<file path="src/rtl/rom_arbiter_pkg.sv">
// Shared types and constants for the ROM arbiter and its ROM instance.
package rom_arbiter_pkg;

  typedef enum logic {
    IDLE  = 1'b0,
    BURST = 1'b1
  } state_t;

  localparam int unsigned ROM_DW   = 32;
  // Requester index width sized for the largest supported NREQ (8).
  localparam int unsigned MAX_IDXW = 3;

  // Tag travelling alongside each ROM read until its data is returned.
  typedef struct packed {
    logic                vld;
    logic [MAX_IDXW-1:0] idx;
    logic                last;
  } beat_tag_t;

endpackage

</file>
<file path="src/rtl/rom_arbiter_rr_pick.sv">
// Round-robin picker: first set request searching upward from last_grant+1.
module rr_pick #(
  parameter int unsigned NREQ = 4,
  parameter int unsigned IW   = 2
) (
  input  logic [NREQ-1:0] req,
  input  logic [IW-1:0]   last_grant,
  output logic [NREQ-1:0] gnt,
  output logic [IW-1:0]   gnt_idx
);

  logic          found;
  logic [IW-1:0] idx;

  always_comb begin
    gnt     = '0;
    gnt_idx = '0;
    found   = 1'b0;
    idx     = '0;
    for (int unsigned off = 1; off <= NREQ; off++) begin
      idx = IW'((32'(last_grant) + off) % NREQ);
      if (!found && req[idx]) begin
        found      = 1'b1;
        gnt[idx]   = 1'b1;
        gnt_idx    = idx;
      end
    end
  end

endmodule

</file>
<file path="src/rtl/rom_arbiter.sv">
// Round-robin burst arbiter sharing one 1-cycle synchronous ROM among NREQ requesters.
module rom_arbiter
  import rom_arbiter_pkg::*;
#(
  parameter int unsigned ADDRWIDTH = 8,
  parameter int unsigned NREQ      = 4,
  parameter int unsigned LENWIDTH  = 4
) (
  input  logic                      clk,
  input  logic                      reset_l,
  input  logic [NREQ-1:0]           req_valid,
  output logic [NREQ-1:0]           req_ready,
  input  logic [NREQ*ADDRWIDTH-1:0] req_addr,
  input  logic [NREQ*LENWIDTH-1:0]  req_len,
  output logic [NREQ-1:0]           rsp_valid,
  output logic [ROM_DW-1:0]         rsp_data,
  output logic                      rsp_last,
  output logic [ADDRWIDTH-1:0]      rom_rd_addr,
  input  logic [ROM_DW-1:0]         rom_rd_data,
  output logic                      busy
);

  localparam int unsigned IW = (NREQ > 1) ? $clog2(NREQ) : 1;

  state_t               state, state_next;
  logic [IW-1:0]        last_grant;
  logic [IW-1:0]        gnt_reg;
  logic [ADDRWIDTH-1:0] addr_reg;
  logic [LENWIDTH-1:0]  cnt;
  beat_tag_t            p0, p1, p0_next;

  logic [NREQ-1:0]      pick_oh;
  logic [IW-1:0]        pick_idx;
  logic [ADDRWIDTH-1:0] sel_addr;
  logic [LENWIDTH-1:0]  sel_len;
  logic [NREQ-1:0]      rsp_oh;
  logic                 accept;
  logic                 issue;

  rr_pick #(
    .NREQ (NREQ),
    .IW   (IW)
  ) u_pick (
    .req        (req_valid),
    .last_grant (last_grant),
    .gnt        (pick_oh),
    .gnt_idx    (pick_idx)
  );

  // Operand mux for the winning requester.
  always_comb begin
    sel_addr = '0;
    sel_len  = '0;
    for (int unsigned i = 0; i < NREQ; i++) begin
      if (pick_idx == IW'(i)) begin
        sel_addr = req_addr[i*ADDRWIDTH +: ADDRWIDTH];
        sel_len  = req_len[i*LENWIDTH +: LENWIDTH];
      end
    end
  end

  always_comb begin
    state_next = state;
    req_ready  = '0;
    accept     = 1'b0;
    issue      = 1'b0;
    p0_next    = '0;
    case (state)
      IDLE: begin
        if (|req_valid) begin
          req_ready  = pick_oh;
          accept     = 1'b1;
          state_next = BURST;
        end
      end
      BURST: begin
        issue        = 1'b1;
        p0_next.vld  = 1'b1;
        p0_next.idx  = MAX_IDXW'(gnt_reg);
        p0_next.last = (cnt == '0);
        if (cnt == '0) state_next = IDLE;
      end
      default: state_next = IDLE;
    endcase
  end

  assign rsp_oh = NREQ'(1) << p1.idx;

  always_ff @(posedge clk or negedge reset_l) begin
    if (!reset_l) begin
      state       <= IDLE;
      last_grant  <= IW'(NREQ - 1);
      gnt_reg     <= '0;
      addr_reg    <= '0;
      cnt         <= '0;
      rom_rd_addr <= '0;
      p0          <= '0;
      p1          <= '0;
      rsp_valid   <= '0;
      rsp_last    <= 1'b0;
      rsp_data    <= '0;
      busy        <= 1'b0;
    end else begin
      state <= state_next;
      if (accept) begin
        addr_reg   <= sel_addr;
        cnt        <= sel_len;
        gnt_reg    <= pick_idx;
        last_grant <= pick_idx;
      end else if (issue) begin
        addr_reg <= addr_reg + 1'b1;
        cnt      <= cnt - 1'b1;
      end
      if (issue) rom_rd_addr <= addr_reg;
      // p0 marks the cycle the ROM sees the address, p1 the cycle its data is valid.
      p0        <= p0_next;
      p1        <= p0;
      rsp_valid <= p1.vld ? rsp_oh : '0;
      rsp_last  <= p1.vld & p1.last;
      if (p1.vld) rsp_data <= rom_rd_data;
      busy <= (state_next == BURST) | p0_next.vld | p0.vld;
    end
  end

endmodule

</file>
<file path="config.mk">
export PLATFORM = sky130hd
export DESIGN_NAME = rom_arbiter
export DESIGN_NICKNAME = d
export VERILOG_FILES = /design/src/rtl/rom_arbiter_pkg.sv /design/src/rtl/rom_arbiter_rr_pick.sv /design/src/rtl/rom_arbiter.sv
export SDC_FILE = /design/constraint.sdc
export NUM_CORES = 1
export LEC_CHECK = 0
export BUFFER_PORTS_ARGS = -buffer_cell sky130_fd_sc_hd__buf_2
export CAP_MARGIN = 10
export CORE_ASPECT_RATIO = 0.7
export CORE_MARGIN = 3
export CORE_UTILIZATION = 55
export CTS_BUF_LIST = sky130_fd_sc_hd__clkbuf_8
export DETAILED_ROUTE_END_ITERATION = 10
export PLACE_DENSITY = 0.92
export SLEW_MARGIN = 20
export SYNTH_ARGS = -nofsm -noshare
export SYNTH_HDL_FRONTEND = slang
export SYNTH_HIERARCHICAL = 1
export SYNTH_SLANG_ARGS = --single-unit
export TNS_END_PERCENT = 30
</file>
<file path="constraint.sdc">
create_clock -name clk -period 5.6 [get_ports clk]
set_clock_uncertainty 0.1 [all_clocks]
set_input_delay 0.56 -clock clk [delete_from_list [all_inputs] [get_ports clk]]
set_output_delay 0.56 -clock clk [all_outputs]
set_load 0.005 [all_outputs]
</file>
==> results of run 1 <==
-- cell usage after synthesis (all sizes together), types with 2 or more instances --
library cell,instances
xor2,2
nor2b,5
a32oi,3
a22oi,11
and3b,2
nand3,4
buf,19
nor3b,2
o211ai,2
o21ai,9
dfstp,2
a21oi,14
nor3,4
and2,7
inv,6
a221o,4
dfrtp,69
nand2,26
mux2,45
xnor2,3
nor2,7
or3,4
a221oi,2
ha,11
mux4,14
-- per-stage QoR --
step           setup WS [ps]  utilization
3_3_place_gp            2430       0.6895
3_5_place_dp            2249       0.6895
6_report                1942       0.7231
4_1_cts                 1947       0.7229
5_1_grt                 1757       0.7231
2_1_floorplan           2639            -
-- layout make-up --
cell class | count | area [um^2]
Sequential cell | 71 | 1780
Multi-Input combinational cell | 193 | 1775
Fill cell | 466 | 1763
Timing Repair Buffer | 138 | 698.2
Clock buffer | 9 | 123.9
Tap cell | 91 | 113.9
Clock inverter | 7 | 88.84
Inverter | 6 | 22.52
-- layer usage --
layer	GRT usage	wire (um)	up-vias
met4	0.05752	78	0
li1	-	-	1331
met3	0.07198	633	10
met2	0.3859	3892	138
met5	0	0	-
met1	0.2594	3431	1357
-- worst paths after layout --
path | to
max in group asynchronous | state
min in group asynchronous | rsp_data[26]
min reg2reg | p1[2]
max reg2reg | addr_reg[2]
min | p1[2]
max | req_ready[1]
-- power breakdown --
group	switching, uW	internal [uW]	total (uW)
sequential	161	689	850
combinational	404	486	891
clock	180	247	427
total	745	1420	2170
-- cells by family (layout without fill, tap and decap cells) --
logic type,count (synthesis),after routing,synth area share
muxes,60,60,0.2353
DFF,71,71,0.4793
and+or+nand+nor,68,68,0.09876
AOI/OAI and AO/OA,49,49,0.09403
buffers and inverters,26,160,0.04381
adders and majority gates,11,11,0.03707
xor gates and xnor gates,5,5,0.01180
==> run_results.csv, run 1 <==
group,metric,value,unit
die,coreArea,6366,um^2
cells_and_area,layout_common_cells,"135 x buf_2, 68 x dfrtp_1, 45 x mux2_2",
die,start_util,0.5831,
synthesis,synth-seq-area-share,0.4793,
timing,rsz0062_at_grt,"no",
critical_path,startpoint,"last_grant[0]",
grt,grt_max_degree,72,
clock_network,post_cts.repair.setup_buffers,0,
critical_path,startpoint_type,"flop",
clock_network,htree_levels,3,
detailed_routing,routed_wl,8037,um
placement,place_inst,499,
min_path,min-delay-start,"p0[2]",
clock_network,cts_resized,0,
detailed_routing,avgViaCountPerCell,5.507,
synthesis,ys_seq_elements,71,
timing,setup-tns-final,0,ps
power,p_total,2168,uW
min_path,holdPathStages,0,
synthesis,synth-edff-count,0,
critical_path,cp_cell_sequence,"inv_1 > ha_1 > mux4_2 > nand2_1 > o21ai_0 > a221o_2 > and2_1 > buf_2",
synthesis,synth.avg_cell_area,12.80,um^2
detailed_routing,ant_nets,0,
grt,grt_overflow,0,
clock_network,clkSinkCount,71,
timing,drv_slew,0,
critical_path,critPathCaptureType,"output port",
clock_network,hold_buffers,0,
die,die_w,104.2,um
synthesis,synth_top_cell_by_area,"dfrtp_1",
synthesis,synth.area.top_cells,"dfrtp_1 47%, mux2_2 14%, mux4_1 7.8%",
synthesis,syn-num-nets,387,
placement,dpl_cell_area,4389,um^2
synthesis,syn_area,3712,um^2
timing,timing.final.hold_violations,0,
critical_path,cp.depth,8,
min_path,worst_hold_path_type,"reg -> reg",
critical_path,crit_arrival,3000,ps
cells_and_area,largest_register_ffs,32,
power,p_per_area,470.9,nW/um^2
clock_network,max-clock-path-buffers,2,
timing,tightest_slew,878.5,ps
die,rows,24,
clock_network,clock_tree.root_cell,"clkbuf_8",
critical_path,slowest_stage,"dfstp_2",
clock_network,numCtsBuffers,9,
synthesis,synth_cell_type_count,44,
placement,dp_hpwl,6020,um
cells_and_area,layout_commonest_cell,"buf_2",
die,die_area,7787,um^2
critical_path,crit_fanout,20,
timing,maxSlewHeadroom,0.4111,
detailed_routing,drt_iter0_drc,144,
run_status,status,"complete, no violations",
critical_path,r2r_slack,2200,ps
grt,grt_usage,0.2162,
critical_path,required,4940,ps
critical_path,ff2ff_path_depth,10,
synthesis,synthFlopType,"dfrtp_1",
synthesis,yosys_warnings,6,
flow_run,cap_violations,0,
clock_network,path_clk_slew,70,ps
critical_path,r2r-start,"last_grant[0]",
timing,hold_ws,250.5,ps
power,peakVddDrop,0.0002651,V
detailed_routing,drc,0,
grt,grt_pass1_wl,13370,um
clock_network,cts_tree,"yes",
cells_and_area,diodes,0,
cells_and_area,fin_area,4603,um^2
clock_network,clock_latency,340,ps
power,p_leak,0.002205,uW
cells_and_area,drive_gt1_frac,0.5047,
synthesis,syn_inst,290,
placement,place_congestion,0.7925,
die,fp.dieH,74.74,um
critical_path,crit_buf_inv,2,
critical_path,path_delay_family,"flip-flops",
timing,timing.fmax,0.2734,GHz
placement,portBuffers,135,
synthesis,yosysTopAreaCellShare,0.4651,
timing,period_share,0.6532,
detailed_routing,num_vias,2836,
grt,grt_pass1_vias,2800,
synthesis,postSynth.asyncResetShare,1.000,
timing,finalCriticalPeriod,3658,ps
grt,antenna_found_initial,0,
detailed_routing,wl_per_cell,15.61,um
cells_and_area,final_cells,515,
critical_path,crit_type,"reg -> out",
detailed_routing,drt_pass1_iterations,4,
critical_path,cp_slowest_stage_delay,760,ps
cells_and_area,fin_nets,516,
cells_and_area,areaGrowthSynthToFinish,24.00,%
die,io_pins,136,
timing,setup_violations,0,
No activity file was read; power rests on OpenSTA's default activity.
==> run 2: changes to the inputs <==
--- a/config.mk
+++ b/config.mk
@@ -5,14 +5,15 @@
 export SDC_FILE = /design/constraint.sdc
 export NUM_CORES = 1
 export LEC_CHECK = 0
+export ABC_AREA = 1
 export BUFFER_PORTS_ARGS = -buffer_cell sky130_fd_sc_hd__buf_2
 export CAP_MARGIN = 10
 export CORE_ASPECT_RATIO = 0.7
 export CORE_MARGIN = 3
-export CORE_UTILIZATION = 55
+export CORE_UTILIZATION = 52
 export CTS_BUF_LIST = sky130_fd_sc_hd__clkbuf_8
 export DETAILED_ROUTE_END_ITERATION = 10
-export PLACE_DENSITY = 0.92
+export PLACE_DENSITY = 0.87
 export SLEW_MARGIN = 20
 export SYNTH_ARGS = -nofsm -noshare
 export SYNTH_HDL_FRONTEND = slang
==> constraint.sdc (replaced) <==
create_clock -name clk -period 3.73 [get_ports clk]
set_clock_uncertainty 0.1 [all_clocks]
set_input_delay 0.373 -clock clk [delete_from_list [all_inputs] [get_ports clk]]
set_output_delay 0.373 -clock clk [all_outputs]
set_load 0.005 [all_outputs]
==> run_results.csv, run 2 <==
group,metric,value,unit
run_status,status,"complete, no violations",
timing,drv_slew,0,
timing,hold_ws,123.3,ps
detailed_routing,num_vias,3659,
die,die_area,8435,um^2
timing,timing.final.hold_violations,0,
synthesis,synthFlopType,"dfrtp_1",
detailed_routing,drc,0,
clock_network,max-clock-path-buffers,2,
clock_network,clock_latency,340,ps
power,p_leak,0.002667,uW
critical_path,required,3890,ps
critical_path,cp_slowest_stage_delay,760,ps
min_path,min-delay-start,"rom_rd_data[7]",
clock_network,post_cts.repair.setup_buffers,0,
synthesis,postSynth.asyncResetShare,1.000,
synthesis,yosysMostFrequentCell,"nand2_1",
cells_and_area,fin_nets,725,
grt,grt_usage,0.2244,
detailed_routing,wl_per_cell,12.93,um
critical_path,startpoint,"last_grant[0]",
cells_and_area,areaGrowthSynthToFinish,24.77,%
timing,setup-tns-final,0,ps
critical_path,slowest_stage,"dfstp_2",
cells_and_area,drive_gt1_frac,0.2859,
synthesis,ys_seq_elements,71,
cells_and_area,diodes,0,
synthesis,synth_top_cell_by_area,"dfrtp_1",
power,p_per_area,884.8,nW/um^2
placement,place_congestion,0.8738,
clock_network,htree_levels,3,
die,start_util,0.5506,
grt,grt_pass1_vias,3435,
synthesis,synth.avg_cell_area,7.756,um^2
critical_path,cpMostUsedCell,"nand3_1",
detailed_routing,drt_iter0_drc,181,
detailed_routing,drt_pass1_iterations,5,
critical_path,crit_arrival,3300,ps
placement,dp_hpwl,6988,um
grt,grt_max_degree,37,
timing,tightest_slew,672.9,ps
die,fp.dieH,77.75,um
synthesis,yosys_warnings,6,
detailed_routing,routed_wl,9403,um
cells_and_area,layout_commonest_cell,"nand2_1",
timing,rsz0062_at_grt,"no",
critical_path,crit_fanout,15,
critical_path,cp_cell_sequence,"inv_8 > ha_1 > inv_1 > nand3_1 > nand2_1 > inv_1 > nand3_1 > nand3_1 > buf_4 > nor2_2 > nand2_1 > and3_1 > a21oi_1",
critical_path,startpoint_type,"flop",
clock_network,clock_tree.root_cell,"clkbuf_8",
critical_path,critPathCaptureType,"flop",
synthesis,syn_inst,493,
clock_network,numCtsBuffers,9,
min_path,worst_hold_path_type,"in -> reg",
grt,antenna_found_initial,0,
synthesis,yosysTopAreaCellShare,0.4516,
synthesis,syn_area,3824,um^2
grt,grt_pass1_wl,15210,um
clock_network,path_clk_slew,80,ps
timing,timing.fmax,0.3182,GHz
critical_path,r2r-start,"last_grant[0]",
die,rows,25,
die,io_pins,136,
grt,grt_overflow,0,
synthesis,syn-num-nets,590,
cells_and_area,largest_register_ffs,32,
critical_path,crit_type,"reg -> reg",
timing,finalCriticalPeriod,3142,ps
detailed_routing,avgViaCountPerCell,5.033,
timing,period_share,0.8424,
clock_network,clkSinkCount,71,
synthesis,synth-edff-count,0,
flow_run,cap_violations,0,
synthesis,synthTopCellsByCount,"206 x nand2_1, 69 x dfrtp_1, 41 x nand3_1",
synthesis,synth.area.top_cells,"dfrtp_1 45%, nand2_1 20%, nand3_1 5.4%",
die,coreArea,6944,um^2
clock_network,cts_tree,"yes",
placement,portBuffers,135,
timing,maxSlewHeadroom,0.5514,
power,peakVddDrop,0.0005723,V
cells_and_area,layout_common_cells,"206 x nand2_1, 135 x buf_2, 69 x dfrtp_1",
synthesis,synth-seq-area-share,0.4653,
timing,setup_violations,0,
detailed_routing,ant_nets,0,
die,die_w,108.5,um
synthesis,synth_cell_type_count,35,
run 2: cell count changes in the layout (fill, tap and decap cells not counted), moves of 11 or more:
cell / change
inv_1: +23
mux4_1: -11
mux2_2: -45
nand3_1: +37
nor2_1: +30
a22oi_1: -11
nand2_1: +180
run 2: routing by layer:
metal  track usage  vias to the layer above  part of all wire  wire, um
met5             0                        -                 0         0
li1              -                     1823                 -         -
met1        0.2759                     1682              0.41      3894
met4       0.04918                        0             0.012       110
met2        0.3995                      143              0.50      4688
met3       0.05320                       11             0.076       711
run 2: area by class of cell:
cell class,count,area (um^2)
Sequential cell,71,1779
Clock buffer,9,123.9
Multi-Input combinational cell,370,1775
Clock inverter,7,105.1
Fill cell,591,2173
Inverter,35,146.4
Tap cell,94,117.6
Timing Repair Buffer,141,723.2
run 2: final timing paths:
check	end	slack, ps	cells past startpoint
min reg2reg	p1[1]	250	0
max reg2reg	cnt[1]	590	13
min in group asynchronous	rsp_data[4]	400	2
min	rsp_data[7]	120	3
max	cnt[1]	590	13
max in group asynchronous	last_grant[1]	2400	3
run 2: critical path: cells and delay by family (launching register included):
| kind | cells | cell delay (ps) |
|---|---|---|
| simple gates | 7 | 1080 |
| flops | 1 | 760 |
| buf+inv | 4 | 570 |
| fa+ha+maj | 1 | 370 |
| compound gates | 1 | 160 |
run 2: logic make-up after synthesis:
logic type | count (synthesis) | share of synthesized area
adder cells (fa/ha/maj) | 11 | 0.03599
flip-flops | 71 | 0.4653
AO/OA/AOI/OAI | 44 | 0.06152
XOR/XNOR | 1 | 0.002291
AND/OR/NAND/NOR | 314 | 0.3645
buffers and inverters | 52 | 0.07035
run 2: report_power, final:
group,internal (uW),switching [uW]
sequential,1070,250
combinational,810,1400
clock,385,306
run 2: through the flow:
| step | utilization | area (um^2) | setup WS [ps] | cells | power [uW] |
|---|---|---|---|---|---|
| 4_1_cts | 0.6870 | 4771 | 613.6 | 727 | 4223 |
| 6_report | 0.6870 | 4771 | 587.7 | 727 | 4221 |
| 2_1_floorplan | - | 3824 | 1061 | 493 | 2955 |
| 3_3_place_gp | 0.6526 | 4532 | 769.2 | 710 | 3426 |
| 3_5_place_dp | 0.6526 | 4532 | 629.2 | 710 | 3521 |
| 5_1_grt | 0.6870 | 4771 | 275.6 | 727 | 4618 |
run 2: what timing repair did:
| action | 4_1_cts | 5_1_grt |
|---|---|---|
| endpoints found under the setup margin | 0 | 0 |
| hold buffers | 1 | 0 |
| endpoints found under the hold margin | 17 | 0 |
| resized for setup | 0 | 0 |
